### config.mk
export PLATFORM = sky130hd
export DESIGN_NAME = proc_issuer_flat
export DESIGN_NICKNAME = d
export VERILOG_FILES = /design/src/rtl/proc_issuer_pkg.sv /design/src/rtl/proc_issuer_if.sv /design/src/rtl/cmd_fifo.sv /design/src/rtl/proc_issuer.sv /design/src/flat_wrapper.sv
export SDC_FILE = /design/constraint.sdc
export NUM_CORES = 1
export LEC_CHECK = 0
export ABC_AREA = 1
export BUFFER_PORTS_ARGS = -buffer_cell sky130_fd_sc_hd__buf_4
export CAP_MARGIN = 20
export CORE_ASPECT_RATIO = 0.75
export CORE_MARGIN = 5
export CORE_UTILIZATION = 50
export CTS_CLUSTER_DIAMETER = 30
export DETAILED_ROUTE_END_ITERATION = 6
export PLACE_DENSITY = 0.73
export SLEW_MARGIN = 20
export SYNTH_ARGS = -nofsm -noshare
export SYNTH_HDL_FRONTEND = slang
export SYNTH_SLANG_ARGS = --single-unit
### constraint.sdc
create_clock -name i_clk -period 17.6 [get_ports i_clk]
set_input_delay 0 -clock i_clk [delete_from_list [all_inputs] [get_ports i_clk]]
set_output_delay 0 -clock i_clk [all_outputs]
set_load 0.05 [all_outputs]
### src/rtl/proc_issuer_pkg.sv
// Shared types for the proc issuer: upstream command record, instruction word,
// opcode / op encodings and the INFO payload layout with its packing helper.
package proc_issuer_pkg;

  localparam int unsigned ADDR_W = 32;
  localparam int unsigned CNT_W  = 16;
  localparam int unsigned ID_W   = 4;

  typedef logic [ADDR_W-1:0] addr_t;

  typedef enum logic [1:0] {
    INSTR_NOP   = 2'd0,
    INSTR_LD    = 2'd1,
    INSTR_INFO  = 2'd2,
    INSTR_STORE = 2'd3
  } opcode_e;

  typedef enum logic [1:0] {
    OP_ADD = 2'd0,
    OP_SUB = 2'd1,
    OP_MUL = 2'd2
  } op_e;

  typedef struct packed {
    logic [ID_W-1:0]  id;
    logic [1:0]       op;
    logic [CNT_W-1:0] count;
    addr_t            src0;
    addr_t            src1;
    addr_t            dst;
  } cmd_t;

  typedef struct packed {
    opcode_e opcode;
    addr_t   payload;
  } instr_t;

  // INFO payload: {reserved, op, count}, count in the low bits.
  typedef struct packed {
    logic [ADDR_W-CNT_W-3:0] rsvd;
    logic [1:0]              op;
    logic [CNT_W-1:0]        count;
  } instr_info_t;

  function automatic addr_t pack_info(input logic [1:0] op, input logic [CNT_W-1:0] count);
    instr_info_t info;
    info       = '0;
    info.op    = op;
    info.count = count;
    return addr_t'(info);
  endfunction

endpackage

### src/rtl/proc_issuer_if.sv
// Issuer <-> proc instruction interface.
//   en     : one-cycle proc start
//   valid  : instruction word pulse, also the finish acknowledge
//   instr  : {opcode, payload}
//   ack    : proc accepted the last word
//   busy   : proc not idle
//   finish : proc in its finished state
interface proc_issuer_if;
  import proc_issuer_pkg::*;

  logic   en;
  logic   valid;
  instr_t instr;
  logic   ack;
  logic   busy;
  logic   finish;

  modport master (output en, valid, instr, input ack, busy, finish);
  modport slave  (input en, valid, instr, output ack, busy, finish);
endinterface

### src/rtl/cmd_fifo.sv
// Command FIFO with registered full/empty flags.
//   i_push/i_wdata : write, ignored when full
//   i_pop          : read, ignored when empty; o_rdata shows the head entry
//   o_full/o_empty : registered occupancy flags
module cmd_fifo #(
  parameter int unsigned WIDTH = 8,
  parameter int unsigned DEPTH = 4
) (
  input  logic             i_clk,
  input  logic             i_rstn,
  input  logic             i_push,
  input  logic [WIDTH-1:0] i_wdata,
  input  logic             i_pop,
  output logic [WIDTH-1:0] o_rdata,
  output logic             o_full,
  output logic             o_empty
);

  localparam int unsigned AW = $clog2(DEPTH);

  logic [WIDTH-1:0] mem_q [DEPTH];
  logic [AW:0]      wr_ptr_q, wr_ptr_d;
  logic [AW:0]      rd_ptr_q, rd_ptr_d;
  logic             full_q, full_d;
  logic             empty_q, empty_d;
  logic             do_push, do_pop;

  assign do_push = i_push && !full_q;
  assign do_pop  = i_pop && !empty_q;

  // Extra pointer MSB distinguishes full from empty when the indices match.
  always_comb begin
    wr_ptr_d = wr_ptr_q + {{AW{1'b0}}, do_push};
    rd_ptr_d = rd_ptr_q + {{AW{1'b0}}, do_pop};
    empty_d  = (wr_ptr_d == rd_ptr_d);
    full_d   = (wr_ptr_d[AW] != rd_ptr_d[AW]) && (wr_ptr_d[AW-1:0] == rd_ptr_d[AW-1:0]);
  end

  always_ff @(posedge i_clk or negedge i_rstn) begin
    if (!i_rstn) begin
      wr_ptr_q <= '0;
      rd_ptr_q <= '0;
      full_q   <= 1'b0;
      empty_q  <= 1'b1;
    end else begin
      wr_ptr_q <= wr_ptr_d;
      rd_ptr_q <= rd_ptr_d;
      full_q   <= full_d;
      empty_q  <= empty_d;
    end
  end

  always_ff @(posedge i_clk) begin
    if (do_push) mem_q[wr_ptr_q[AW-1:0]] <= i_wdata;
  end

  assign o_rdata = mem_q[rd_ptr_q[AW-1:0]];
  assign o_full  = full_q;
  assign o_empty = empty_q;

endmodule

### src/rtl/proc_issuer.sv
// Issuer side of the SIMD proc instruction interface.
// Buffers scheduler commands, then per command: start pulse, four setup words
// (LD src0, LD src1, INFO, STORE dst) with ack check and retry, finish wait,
// finish acknowledge and a completion report.
//   i_cmd_valid/o_cmd_ready/i_cmd : upstream command push
//   proc                          : proc instruction interface (master side)
//   o_done_valid/id/err           : one-cycle completion report
//   o_err                         : sticky protocol error
module proc_issuer
  import proc_issuer_pkg::*;
#(
  parameter int unsigned DEPTH     = 4,
  parameter int unsigned MAX_RETRY = 3,
  parameter int unsigned TIMEOUT   = 1024
) (
  input  logic                 i_clk,
  input  logic                 i_rstn,
  input  logic                 i_cmd_valid,
  output logic                 o_cmd_ready,
  input  cmd_t                 i_cmd,
  proc_issuer_if.master        proc,
  output logic                 o_done_valid,
  output logic [ID_W-1:0]      o_done_id,
  output logic                 o_done_err,
  output logic                 o_err
);

  localparam int unsigned RetryW = (MAX_RETRY < 2) ? 1 : $clog2(MAX_RETRY + 1);

  typedef enum logic [2:0] {
    StIdle, StEn, StWaitBusy, StPulse, StCheck, StWaitFin, StFinAck, StDone
  } state_e;

  state_e              state_q, state_d;
  cmd_t                hold_q, hold_d;
  logic [1:0]          word_q, word_d;
  logic [RetryW-1:0]   retry_q, retry_d;
  logic [31:0]         tmo_q, tmo_d;
  logic                derr_q, derr_d;
  logic                err_q, err_d;
  logic                fail, pop;

  logic                en_q, en_d;
  logic                valid_q, valid_d;
  instr_t              instr_q, instr_d;
  logic                done_valid_q, done_valid_d;
  logic [ID_W-1:0]     done_id_q, done_id_d;
  logic                done_err_q, done_err_d;

  logic [$bits(cmd_t)-1:0] fifo_rdata;
  cmd_t                head;
  logic                fifo_full, fifo_empty;
  logic [31:0]         fin_limit, fin_limit_m1;

  cmd_fifo #(
    .WIDTH ($bits(cmd_t)),
    .DEPTH (DEPTH)
  ) u_cmd_fifo (
    .i_clk   (i_clk),
    .i_rstn  (i_rstn),
    .i_push  (i_cmd_valid),
    .i_wdata (i_cmd),
    .i_pop   (pop),
    .o_rdata (fifo_rdata),
    .o_full  (fifo_full),
    .o_empty (fifo_empty)
  );

  assign head = cmd_t'(fifo_rdata);

  // Finish wait scales with the element count: TIMEOUT * count / 4 cycles.
  assign fin_limit    = (32'(hold_q.count) * 32'(TIMEOUT)) >> 2;
  assign fin_limit_m1 = (fin_limit == 32'd0) ? 32'd0 : fin_limit - 32'd1;

  always_comb begin
    state_d = state_q;
    hold_d  = hold_q;
    word_d  = word_q;
    retry_d = retry_q;
    tmo_d   = tmo_q + 32'd1;
    derr_d  = derr_q;
    fail    = 1'b0;
    pop     = 1'b0;

    unique case (state_q)
      StIdle: begin
        tmo_d = '0;
        if (!fifo_empty && !proc.busy) begin
          pop    = 1'b1;
          hold_d = head;
          derr_d = 1'b0;
          if (head.count == '0) begin
            // Nothing to compute: report straight away, proc untouched.
            derr_d  = 1'b1;
            state_d = StDone;
          end else begin
            state_d = StEn;
          end
        end
      end
      StEn: begin
        tmo_d   = '0;
        state_d = StWaitBusy;
      end
      StWaitBusy: begin
        if (proc.busy) begin
          word_d  = 2'd0;
          retry_d = '0;
          state_d = StPulse;
        end else if (tmo_q >= 32'(TIMEOUT) - 32'd1) begin
          fail = 1'b1;
        end
      end
      StPulse: state_d = StCheck;
      StCheck: begin
        tmo_d = '0;
        if (proc.ack) begin
          retry_d = '0;
          if (word_q == 2'd3) begin
            state_d = StWaitFin;
          end else begin
            word_d  = word_q + 2'd1;
            state_d = StPulse;
          end
        end else if (retry_q == RetryW'(MAX_RETRY)) begin
          fail = 1'b1;
        end else begin
          retry_d = retry_q + RetryW'(1);
          state_d = StPulse;
        end
      end
      StWaitFin: begin
        if (proc.finish) begin
          state_d = StFinAck;
        end else if (tmo_q >= fin_limit_m1) begin
          fail = 1'b1;
        end
      end
      StFinAck: state_d = StDone;
      StDone:   state_d = StIdle;
      default:  state_d = StIdle;
    endcase

    if (fail) begin
      derr_d  = 1'b1;
      state_d = StDone;
    end
    err_d = err_q | fail;
  end

  // Outputs are decoded from the next state so they are registered and
  // line up with the state they belong to.
  always_comb begin
    en_d         = (state_d == StEn);
    valid_d      = (state_d == StPulse) || (state_d == StFinAck);
    done_valid_d = (state_d == StDone);
    done_id_d    = (state_d == StDone) ? hold_d.id : '0;
    done_err_d   = (state_d == StDone) && derr_d;
    instr_d      = '0;
    if (state_d == StPulse) begin
      unique case (word_d)
        2'd0: begin
          instr_d.opcode  = INSTR_LD;
          instr_d.payload = hold_d.src0;
        end
        2'd1: begin
          instr_d.opcode  = INSTR_LD;
          instr_d.payload = hold_d.src1;
        end
        2'd2: begin
          instr_d.opcode  = INSTR_INFO;
          instr_d.payload = pack_info(hold_d.op, hold_d.count);
        end
        2'd3: begin
          instr_d.opcode  = INSTR_STORE;
          instr_d.payload = hold_d.dst;
        end
        default: instr_d = '0;
      endcase
    end
  end

  always_ff @(posedge i_clk or negedge i_rstn) begin
    if (!i_rstn) begin
      state_q      <= StIdle;
      hold_q       <= '0;
      word_q       <= '0;
      retry_q      <= '0;
      tmo_q        <= '0;
      derr_q       <= 1'b0;
      err_q        <= 1'b0;
      en_q         <= 1'b0;
      valid_q      <= 1'b0;
      instr_q      <= '0;
      done_valid_q <= 1'b0;
      done_id_q    <= '0;
      done_err_q   <= 1'b0;
    end else begin
      state_q      <= state_d;
      hold_q       <= hold_d;
      word_q       <= word_d;
      retry_q      <= retry_d;
      tmo_q        <= tmo_d;
      derr_q       <= derr_d;
      err_q        <= err_d;
      en_q         <= en_d;
      valid_q      <= valid_d;
      instr_q      <= instr_d;
      done_valid_q <= done_valid_d;
      done_id_q    <= done_id_d;
      done_err_q   <= done_err_d;
    end
  end

  assign o_cmd_ready  = !fifo_full;
  assign proc.en      = en_q;
  assign proc.valid   = valid_q;
  assign proc.instr   = instr_q;
  assign o_done_valid = done_valid_q;
  assign o_done_id    = done_id_q;
  assign o_done_err   = done_err_q;
  assign o_err        = err_q;

endmodule

### src/flat_wrapper.sv
// flat-port wrapper written by rule: the top's interface ports become plain ports
module proc_issuer_flat import proc_issuer_pkg::*;
#(
  parameter int unsigned DEPTH     = 4,
  parameter int unsigned MAX_RETRY = 3,
  parameter int unsigned TIMEOUT   = 1024
)
  (i_clk, i_rstn, i_cmd_valid, o_cmd_ready, i_cmd, o_done_valid, o_done_id, o_done_err, o_err, proc_en, proc_valid, proc_instr, proc_ack, proc_busy, proc_finish);
  proc_issuer_if proc_i ();
  input  logic i_clk;
  input  logic i_rstn;
  input  logic i_cmd_valid;
  output logic o_cmd_ready;
  input  cmd_t i_cmd;
  output logic o_done_valid;
  output logic [ID_W-1:0] o_done_id;
  output logic o_done_err;
  output logic o_err;
  output wire logic [$bits(proc_i.en)-1:0] proc_en;
  output wire logic [$bits(proc_i.valid)-1:0] proc_valid;
  output wire logic [$bits(proc_i.instr)-1:0] proc_instr;
  input wire logic [$bits(proc_i.ack)-1:0] proc_ack;
  input wire logic [$bits(proc_i.busy)-1:0] proc_busy;
  input wire logic [$bits(proc_i.finish)-1:0] proc_finish;
  assign proc_en = proc_i.en;
  assign proc_valid = proc_i.valid;
  assign proc_instr = proc_i.instr;
  assign proc_i.ack = proc_ack;
  assign proc_i.busy = proc_busy;
  assign proc_i.finish = proc_finish;
  proc_issuer #(.DEPTH(DEPTH), .MAX_RETRY(MAX_RETRY), .TIMEOUT(TIMEOUT)) u_core (.i_clk(i_clk), .i_rstn(i_rstn), .i_cmd_valid(i_cmd_valid), .o_cmd_ready(o_cmd_ready), .i_cmd(i_cmd), .proc(proc_i), .o_done_valid(o_done_valid), .o_done_id(o_done_id), .o_done_err(o_done_err), .o_err(o_err));
endmodule
; After elaboration in Yosys (flattened, before gate mapping)
; Memories as Yosys holds them, arrays and structs flattened.
; Cells that the tools add are included.
[classes]
add_sub_neg = 6
n_lt_le_gt_ge = 2
n_eq_ne = 21
mux = 39
bitwise_logic = 1
reduce_logical = 16
[ops]
columns = cell, n
row1 = 2-to-1 mux 118 bit, 2
row2 = case mux 34 bit (4 select lines), 1
row3 = 2-to-1 mux 32 bit, 2
row4 = 2-to-1 mux 34 bit, 1
row5 = adder 32 x 1 -> 32 bit (second input constant), 1
row6 = greater-or-equal comparator 32 x 10 -> 1 bit (second input constant), 1
row7 = greater-or-equal comparator 32 bit, 1
row8 = zero test 32 bit, 1
row9 = subtractor 24 x 1 -> 25 bit (second input constant), 1
row10 = 2-to-1 mux 3 bit, 8
row11 = case mux 3 bit (8 select lines), 1
row12 = == test 3 bit (second input constant), 6
row13 = zero test 16 bit, 1
row14 = 2-to-1 mux 1 bit, 14
row15 = 2-to-1 mux 2 bit, 6
row16 = == test 3 x 2 -> 1 bit (second input constant), 3
row17 = == test 2 bit (second input constant), 4
row18 = case mux 2 bit (2 select lines), 2
row19 = adder 3 x 1 -> 3 bit, 2
row20 = == test 3 x 1 -> 1 bit (second input constant), 2
row21 = logical AND 1 bit, 5
row22 = adder 2 x 1 -> 2 bit (second input constant), 2
row23 = 2-to-1 mux 4 bit, 1
row24 = == test 3 bit, 1
row25 = other kinds (14), 16
[totals]
reg_bits = 209
mem_bits_rw = 472
inputBits = 124
output_inout_bits = 44
elab_cells = 109
memories = 1
[mem_list]
columns = memory, depth, word_bits, read_ports, rd_clocked_by_memory_dff, write_ports, line_no
row1 = u_core.u_cmd_fifo.mem_q, 4, 118, 1, 0, 1, cmd_fifo.sv:21  ; logic [WIDTH-1:0] mem_q [DEPTH];

; Depth between registers and ports, before layout
; Gate-level depths: netlist of run 1.
[logic_depth]
depth_word = 9
depth_mapped = 25
mapped_depth_nobuf = 25

; Modules after synthesis
; Synthesis of run 1 repeated with hierarchy kept, for this count alone.
[unflattened]
hier_cells = 2644
hier_area_um2 = 28782.6
[modules_own_cells]
columns = module, instances, cells_per_inst, area_each_um2, seq_area_each_um2
row1 = cmd_fifo, 1, 1426, 18785.5, 14375.0
row2 = proc_issuer, 1, 1218, 9997.1, 5029.8

; Worst setup path after synthesis of run 1
; No wires, ideal clock.
[synth_path]
path_type = register to register
start = register u_core.u_cmd_fifo.full_q (netlist: u_core.u_cmd_fifo.o_full)
end = memory u_core.u_cmd_fifo.mem_q[0][0] in the netlist's numbering, enable pin
setup_time_ps = 740
arrival_time_ps = 8864
required_ps = 16860
path_slack_ps = 7996
stages_incl_launch_ff = 4
path_buffers = 0
cell_sequence = dfrtp_1 inv_1 nand2_1 nor3_1
[synth_between]
elab_chain_len = 4
[synth_rtl]
columns = item, line_no
row1 = "start, declared", cmd_fifo.sv:24  ; logic full_q, full_d;
row2 = "start signal, assigned", cmd_fifo.sv:48  ; full_q <= full_d;
row3 = zero test 1 bit, --
row4 = named net o_cmd_ready, flat_wrapper.sv:13  ; output logic o_cmd_ready;
row5 = logical AND 1 bit, cmd_fifo.sv:28  ; assign do_push = i_push && !full_q;
row6 = 2-to-1 mux 1 bit, cmd_fifo.sv:54  ; if (do_push) mem_q[wr_ptr_q[AW-1:0]] <= i_wdata;
row7 = 2-to-1 mux 1 bit (implied by the code), cmd_fifo.sv:54
row8 = "end, declared", cmd_fifo.sv:21
; The timed path passes the listed nets, and every way through them passes these cells.

==> results of run 1 <==
## layer usage
metal / routed length [um] / part of all wire / vias up
li1: - / - / 9025
met1: 31180 / 0.43 / 9677
met3: 6251 / 0.087 / 149
met5: 34 / 0.00047 / -
met4: 1590 / 0.022 / 6
met2: 32650 / 0.46 / 811
## power by group through the flow
| stage | clock network [mW] | logic, mW | registers, mW |
|---|---|---|---|
| after floorplan | 0 | 1.27 | 2.45 |
| after global placement | 0 | 1.85 | 2.34 |
| after detailed placement | 0 | 1.90 | 2.36 |
| after CTS | 2.21 | 1.94 | 2.33 |
| after global routing | 2.29 | 2.14 | 2.37 |
| final | 2.19 | 1.95 | 2.34 |
## metrics by stage
| step | utilization | worst slack, ns | cell area [um2] |
|---|---|---|---|
| after CTS | 0.6271 | 13.11 | 35070 |
| after detailed placement | 0.5357 | 13.15 | 29960 |
| after global routing | 0.6271 | 12.58 | 35070 |
| after floorplan | - | 7.996 | 28260 |
| final | 0.6273 | 13.05 | 35080 |
| after global placement | 0.5357 | 13.30 | 29960 |
## cell usage after synthesis, types with 2 or more instances
master and count:
edfxtp_1 472, nor2_1 385, o21ai_0 297, nand2_1 239, dfrtp_1 208, inv_1 174, nand3_1 53, nor3_1 50
clkbuf_1 49, o22ai_1 48, o21ai_1 47, buf_2 40, ha_1 39, or2_2 38, o221ai_1 36, nor3_2 29
a21oi_1 26, xor2_1 23, o211ai_1 22, buf_6 16, buf_4 15, mux2i_1 13, nand4_1 13, nor4_1 8
xnor2_1 6, inv_2 5, nand2_2 5, o21a_1 4, o22ai_2 4, nand3_2 3, nor2_2 3, nor2_4 3
nor3b_1 3, inv_4 2, nor2_8 2, nor3_4 2, o21bai_1 2
## final timing paths
kind / from / endpoint / slack, ns / cells after the start
max: u_core.hold_q[96] / u_core.proc.instr[2] / 13.05 / 21
min: i_cmd[99] / u_core.u_cmd_fifo.mem_q[2][99] / 0.09 / 2
max reg2reg: u_core.hold_q[96] / u_core.proc.instr[2] / 13.05 / 21
min reg2reg: u_core.tmo_q[0] / u_core.tmo_q[0] / 0.46 / 1
max in group asynchronous: i_rstn / u_core.u_cmd_fifo.rd_ptr_q[1] / 16.26 / 4
min in group asynchronous: i_rstn / u_core.u_cmd_fifo.o_empty / 0.48 / 3
## repair_timing
| item | in CTS | in global routing |
|---|---|---|
| endpoints found under the hold margin | 562 | 0 |
| setup buffers | 0 | 0 |
| hold buffers | 126 | 0 |
## registers in the layout, indices dropped and copies added (netlist names), 3 cells and up
signal	count
u_core.o_done_id	4
u_core.state_q	3
u_core.u_cmd_fifo.mem_q	472
u_core.hold_q	118
u_core.u_cmd_fifo.rd_ptr_q	3
u_core.tmo_q	32
u_core.u_cmd_fifo.wr_ptr_q	3
u_core.proc.instr	34
## cells by family (layout without fill, tap and decap cells)
| logic type | after synthesis | in the layout | synth area share |
|---|---|---|---|
| other | 1 | 11 | 0.0001328 |
| AOI/OAI and AO/OA | 494 | 494 | 0.09933 |
| adders and majority gates | 39 | 39 | 0.01729 |
| DFF | 681 | 681 | 0.6874 |
| muxes | 13 | 13 | 0.004609 |
| and+or+nand+nor | 839 | 839 | 0.1339 |
| xor gates and xnor gates | 29 | 29 | 0.008997 |
| buffers and inverters | 302 | 700 | 0.04840 |
## layout make-up
| cell class | instances | area share |
|---|---|---|
| flip-flops and latches | 681 | 0.5533 |
| multi-input cells | 1422 | 0.2142 |
| clock buffers | 129 | 0.08249 |
| repair buffers | 313 | 0.07714 |
| clock inverters | 76 | 0.02671 |
| well taps | 731 | 0.02607 |
| inverters | 182 | 0.01979 |
| diodes | 3 | 0.0002140 |
==> impl_metrics.env, run 1 <==
export IMPL_grt_max_degree=119
export IMPL_ir_drop_mv=0.1082
export IMPL_core_area_mm2=0.05593
export IMPL_crit_required_ns=18.12
export IMPL_met2_usage=0.3562
export IMPL_endpoint_kind="register"
export IMPL_grt_pass1_wl_um=111900
export IMPL_clk_latency_ns=0.66
export IMPL_yosys_top_cells_area="edfxtp_1 50%, dfrtp_1 18%, o21ai_0 5.3%, nor2_1 5.1%, nand2_1 3.2%"
export IMPL_port_buffer_count=167
export IMPL_htree_levels=3
export IMPL_critical_path_class="register to register"
export IMPL_stdcell_count=3537
export IMPL_p_leak_nw=13.80
export IMPL_die_area_mm2=0.06136
export IMPL_layout_commonest_cell="edfxtp_1"
export IMPL_crit_fanout=36
export IMPL_placed_cells=3203
export IMPL_synthArstFlopShare=0.3069
export IMPL_dieWidth_um=284.4
export IMPL_via_count=19668
export IMPL_grt_overflow=0
export IMPL_drive_gt1_frac=0.1723
export IMPL_register_area_mm2=0.01941
export IMPL_path_cells="inv_1 -> ha_1 -> nand2_1 -> nor3_2 -> inv_1 -> nor3_4 -> nand4_1 -> nor2_1 -> nand2_1 -> inv_2 -> or2_2 -> ha_1 -> a21oi_1 -> nand2_1 -> a21oi_1 -> nand2_1 -> nand2_1 -> nand3_1 -> nand2_1 -> nand4_4 -> nor3_1"
export IMPL_cts_root_buf="clkbuf_16"
export IMPL_numClockSinks=681
export IMPL_rsz0062_at_grt="false"
export IMPL_setup_viol=0
export IMPL_cpPeakStageDelay_ns=0.73
export IMPL_grt_pass1_vias=19792
export IMPL_cts_resized=0
export IMPL_initial_core_util=0.5047
export IMPL_routabilityCongestion=0.9313
export IMPL_max_slew_worst_pin_slew_ns=1.097
export IMPL_pwr_share_comb=0.301
export IMPL_yosysWarnings=0
export IMPL_fill_cells=4148
export IMPL_io_pins=168
export IMPL_multi_input_area_mm2=0.007516
export IMPL_setup_tns_ns=0
export IMPL_ys_ff_latch=681
export IMPL_period_minus_slack_ns=4.551
export IMPL_grt_use_met3=0.05011
export IMPL_grtUsageMet1=0.3365
export IMPL_slew_headroom=0.2686
export IMPL_final_cell_mix="472 x edfxtp_1, 385 x nor2_1, 297 x o21ai_0, 239 x nand2_1, 206 x dfrtp_1"
export IMPL_start_kind="register"
export IMPL_synth_edf_count=472
export IMPL_drt_vias_per_instance=5.561
export IMPL_final_nets=2872
export IMPL_fin_crit_sh=0.2586
export IMPL_hpwl_um=41610
export IMPL_run_status="finished clean"
export IMPL_cts_tree="done"
export IMPL_clock_skew_ns=0.04783
export IMPL_seq_power_share=0.361
export IMPL_cts_max_path_buffers=3
export IMPL_detail_route_antenna_nets=0
export IMPL_fp_row_count=75
export IMPL_yosys_area_top_type="edfxtp_1"
export IMPL_clockPowerShare=0.338
export IMPL_power_total_mw=6.473
export IMPL_sw_frac_of_total=0.3637
export IMPL_wire_per_inst_um=20.27
export IMPL_fmax_mhz=219.7
export IMPL_synth_cell_types=51
export IMPL_dr_pass1_iters=6
export IMPL_finalMaxSlewViolations=0
export IMPL_grt_use_total=0.2313
export IMPL_p_int_mw=4.119
export IMPL_seq_area_frac_synth=0.6874
export IMPL_top_usage_layer="met2"
export IMPL_maxCapViolations=0
export IMPL_hp_class="input port to register"
export IMPL_netlist_instances=2398
export IMPL_syn2layout_area_growth_pct=24.28
export IMPL_cp_num_buf_inv=3
export IMPL_syn_mean_instance_area_um2=11.77
export IMPL_p_per_area_mw_per_mm2=184.5
export IMPL_antenna_found_initial=5
export IMPL_path_clk_slew_ns=0.05
export IMPL_worstPathArrival_ns=5.07
export IMPL_synth_area_mm2=0.02823
export IMPL_die_height_um=215.8
export IMPL_p_sw_mw=2.354
export IMPL_drc=0
export IMPL_cp_top_family="simple AND/OR/NAND/NOR gates"
export IMPL_yosys_area_top_type_share=0.5021
export IMPL_crit_top_cell="nand2_1"
export IMPL_cts_buffers=109
export IMPL_finalHoldViolations=0
export IMPL_drt_iter0_drc=1921
export IMPL_drt_total_wl_um=71710
export IMPL_synth_flop_cell="edfxtp_1"
export IMPL_cp_slowest_cell="nand4_4"
export IMPL_hold_worst_slack_ns=0.09276
Power figures use the tool's default switching activity.
==> run 2, diff against run 1 <==
- PLACE_DENSITY: 0.73 -> 0.75
- clock period: 17.6 -> 4.18 ns (I/O delays scaled with it)
==> run 2 against run 1 <==
Effect of this change:
- the flow now finishes with violations (negative hold slack)
- count of clock-buffer cells in the layout up 4
- sequential share of layout area grew 0.16 points
- sequential power rose to 4.1 times the previous value
- non-clock buffer count up 7
- design area shrank 0.28%
- routed wire length barely moved
- critical endpoint is now u_core.proc.valid
- maximum frequency rose by 21%
- die area unchanged
- total power rose to 4.1 times the previous value
- clock power grew to 3.9 times the previous value
- register-to-register slack worse by 13 ns
- final cell count about the same
- highest routed layer unchanged
==> impl_metrics.env, run 2 (same netlist as run 1, synthesis figures left out) <==
export IMPL_numClockSinks=681
export IMPL_startpoint="u_core.hold_q[96]"
export IMPL_cp_top_family="simple AND/OR/NAND/NOR gates"
export IMPL_fin_crit_sh=0.8976
export IMPL_die_area_mm2=0.06136
export IMPL_crit_fanout=20
export IMPL_via_count=19614
export IMPL_ir_drop_mv=0.6492
export IMPL_placed_cells=3212
export IMPL_finalHoldViolations=9
export IMPL_fp_row_count=75
export IMPL_p_int_mw=16.90
export IMPL_maxCapViolations=0
export IMPL_drt_vias_per_instance=5.547
export IMPL_worstReg2RegStart="u_core.hold_q[96]"
export IMPL_cp_num_buf_inv=4
export IMPL_multi_input_area_mm2=0.007559
export IMPL_largest_register_ffs=472
export IMPL_crit_top_cell="nand2_1"
export IMPL_cpPeakStageDelay_ns=0.37
export IMPL_start_kind="register"
export IMPL_dieWidth_um=284.4
export IMPL_p_sw_mw=9.917
export IMPL_final_cell_mix="472 x edfxtp_1, 384 x nor2_1, 297 x o21ai_0, 238 x nand2_1, 206 x dfrtp_1"
export IMPL_seq_power_share=0.361
export IMPL_clk_latency_ns=0.65
export IMPL_cts_setup_buffers=0
export IMPL_fmax_mhz=266.5
export IMPL_hpwl_um=42010
export IMPL_setup_viol=0
export IMPL_cts_buffers=104
export IMPL_cts_root_buf="clkbuf_16"
export IMPL_io_pins=168
export IMPL_routabilityCongestion=0.8595
export IMPL_p_per_area_mw_per_mm2=766.5
export IMPL_antenna_found_initial=6
export IMPL_grt_pass1_wl_um=111300
export IMPL_run_status="finished with violations"
export IMPL_stdcell_count=3536
export IMPL_rsz0062_at_grt="false"
export IMPL_cts_max_path_buffers=3
export IMPL_worstPathArrival_ns=4.25
export IMPL_violations="negative hold slack"
export IMPL_clockPowerShare=0.323
export IMPL_detail_route_antenna_nets=0
export IMPL_layout_commonest_cell="edfxtp_1"
export IMPL_period_minus_slack_ns=3.752
export IMPL_wire_per_inst_um=20.29
export IMPL_cp_slowest_cell="dfrtp_1"
export IMPL_finalMaxSlewViolations=0
export IMPL_path_cells="inv_1 -> ha_1 -> nand2_1 -> nor3_2 -> inv_1 -> nor3_4 -> nand4_1 -> nor2_2 -> nand2_1 -> inv_4 -> a21oi_1 -> o21ai_1 -> ha_1 -> nand2_1 -> nor2_1 -> nand4_1 -> nor2_1 -> nand2_1 -> nand3_1 -> nand2_1 -> nand4_4 -> buf_4 -> o21ai_0"
export IMPL_path_clk_slew_ns=0.06
export IMPL_setup_tns_ns=0
export IMPL_hold_worst_slack_ns=-0.02142
export IMPL_rrSetupSlack_ns=0.43
export IMPL_drt_total_wl_um=71730
export IMPL_grt_pass1_vias=19782
export IMPL_endpoint_kind="register"
export IMPL_rr_worst_depth=23
export IMPL_register_area_mm2=0.01941
export IMPL_drt_iter0_drc=1673
export IMPL_drc=0
export IMPL_die_height_um=215.8
export IMPL_max_slew_worst_pin_slew_ns=1.048
export IMPL_cts_tree="done"
export IMPL_pwr_share_comb=0.316
export IMPL_sw_frac_of_total=0.3698
export IMPL_dr_pass1_iters=5
export IMPL_drive_gt1_frac=0.1746
export IMPL_fill_cells=4090
export IMPL_grt_overflow=0
export IMPL_crit_required_ns=4.68
export IMPL_clock_skew_ns=0.02718
export IMPL_grt_use_total=0.2308
export IMPL_hp_class="input port to async pin"
export IMPL_slew_headroom=0.3015
export IMPL_htree_levels=3
export IMPL_initial_core_util=0.5047
export IMPL_syn2layout_area_growth_pct=23.93
export IMPL_p_leak_nw=13.73
export IMPL_core_area_mm2=0.05593
export IMPL_r2r_end="u_core.proc.valid"
export IMPL_critical_path_class="register to register"
export IMPL_port_buffer_count=167
export IMPL_final_nets=2874
export IMPL_grt_max_degree=186
run 2: layout make-up:
cell class              instances  area share
diodes                          4   0.0002861
inverters                     182     0.02003
repair buffers                320     0.08026
flip-flops and latches        681      0.5549
clock buffers                 133     0.08376
multi-input cells            1422      0.2161
well taps                     731     0.02614
clock inverters                63     0.01856
run 2: per-layer routing:
| metal | global-route usage | vias to the layer above | part of all wire |
|---|---|---|---|
| met5 | 0 | - | 0.000098 |
| met4 | 0.08252 | 2 | 0.030 |
| met3 | 0.05517 | 153 | 0.079 |
| met2 | 0.3638 | 745 | 0.47 |
| met1 | 0.3178 | 9666 | 0.42 |
| li1 | - | 9048 | - |
run 2: per-stage QoR:
stage	setup slack [ns]	power [mW]	hold slack [ns]	util	instance area, um2
final	0.4282	26.81	-0.02142	0.6255	34980
after global routing	0.03667	28.15	0.05263	0.6253	34970
after floorplan	0.07796	15.54	-0.2956	-	28310
after global placement	0.4297	17.71	0.08014	0.5389	30140
after detailed placement	0.3655	18.00	0.08646	0.5389	30140
after CTS	0.2331	26.85	0.007718	0.6251	34960
run 2: how the worst max path moves through the flow:
| stage | cells after the start | slack, ns | end |
|---|---|---|---|
| 5_1_grt | 24 | 0.04 | u_core.proc.instr[32] |
| 3_5_place_dp | 24 | 0.37 | u_core.proc.instr[32] |
| 3_3_place_gp | 22 | 0.43 | u_core.proc.valid |
| 4_1_cts | 24 | 0.23 | u_core.proc.instr[33] |
| 2_1_floorplan | 3 | 0.08 | u_core.u_cmd_fifo.mem_q[0][0] |
| 6_report | 23 | 0.43 | u_core.proc.valid |
run 2: timing repair:
item / 4_1_cts / 5_1_grt
hold buffers: 124 / 0
endpoints found under the setup margin: 0 / 17
endpoints found under the hold margin: 572 / 0
resized for setup: 0 / 3
run 2: power by group through the flow:
stage / combinational [mW] / clock [mW] / sequential, mW
2_1_floorplan: 5.39 / 0 / 10.1
6_report: 8.48 / 8.65 / 9.69
3_5_place_dp: 8.24 / 0 / 9.76
5_1_grt: 9.27 / 9.08 / 9.80
4_1_cts: 8.44 / 8.74 / 9.67
3_3_place_gp: 8.00 / 0 / 9.71
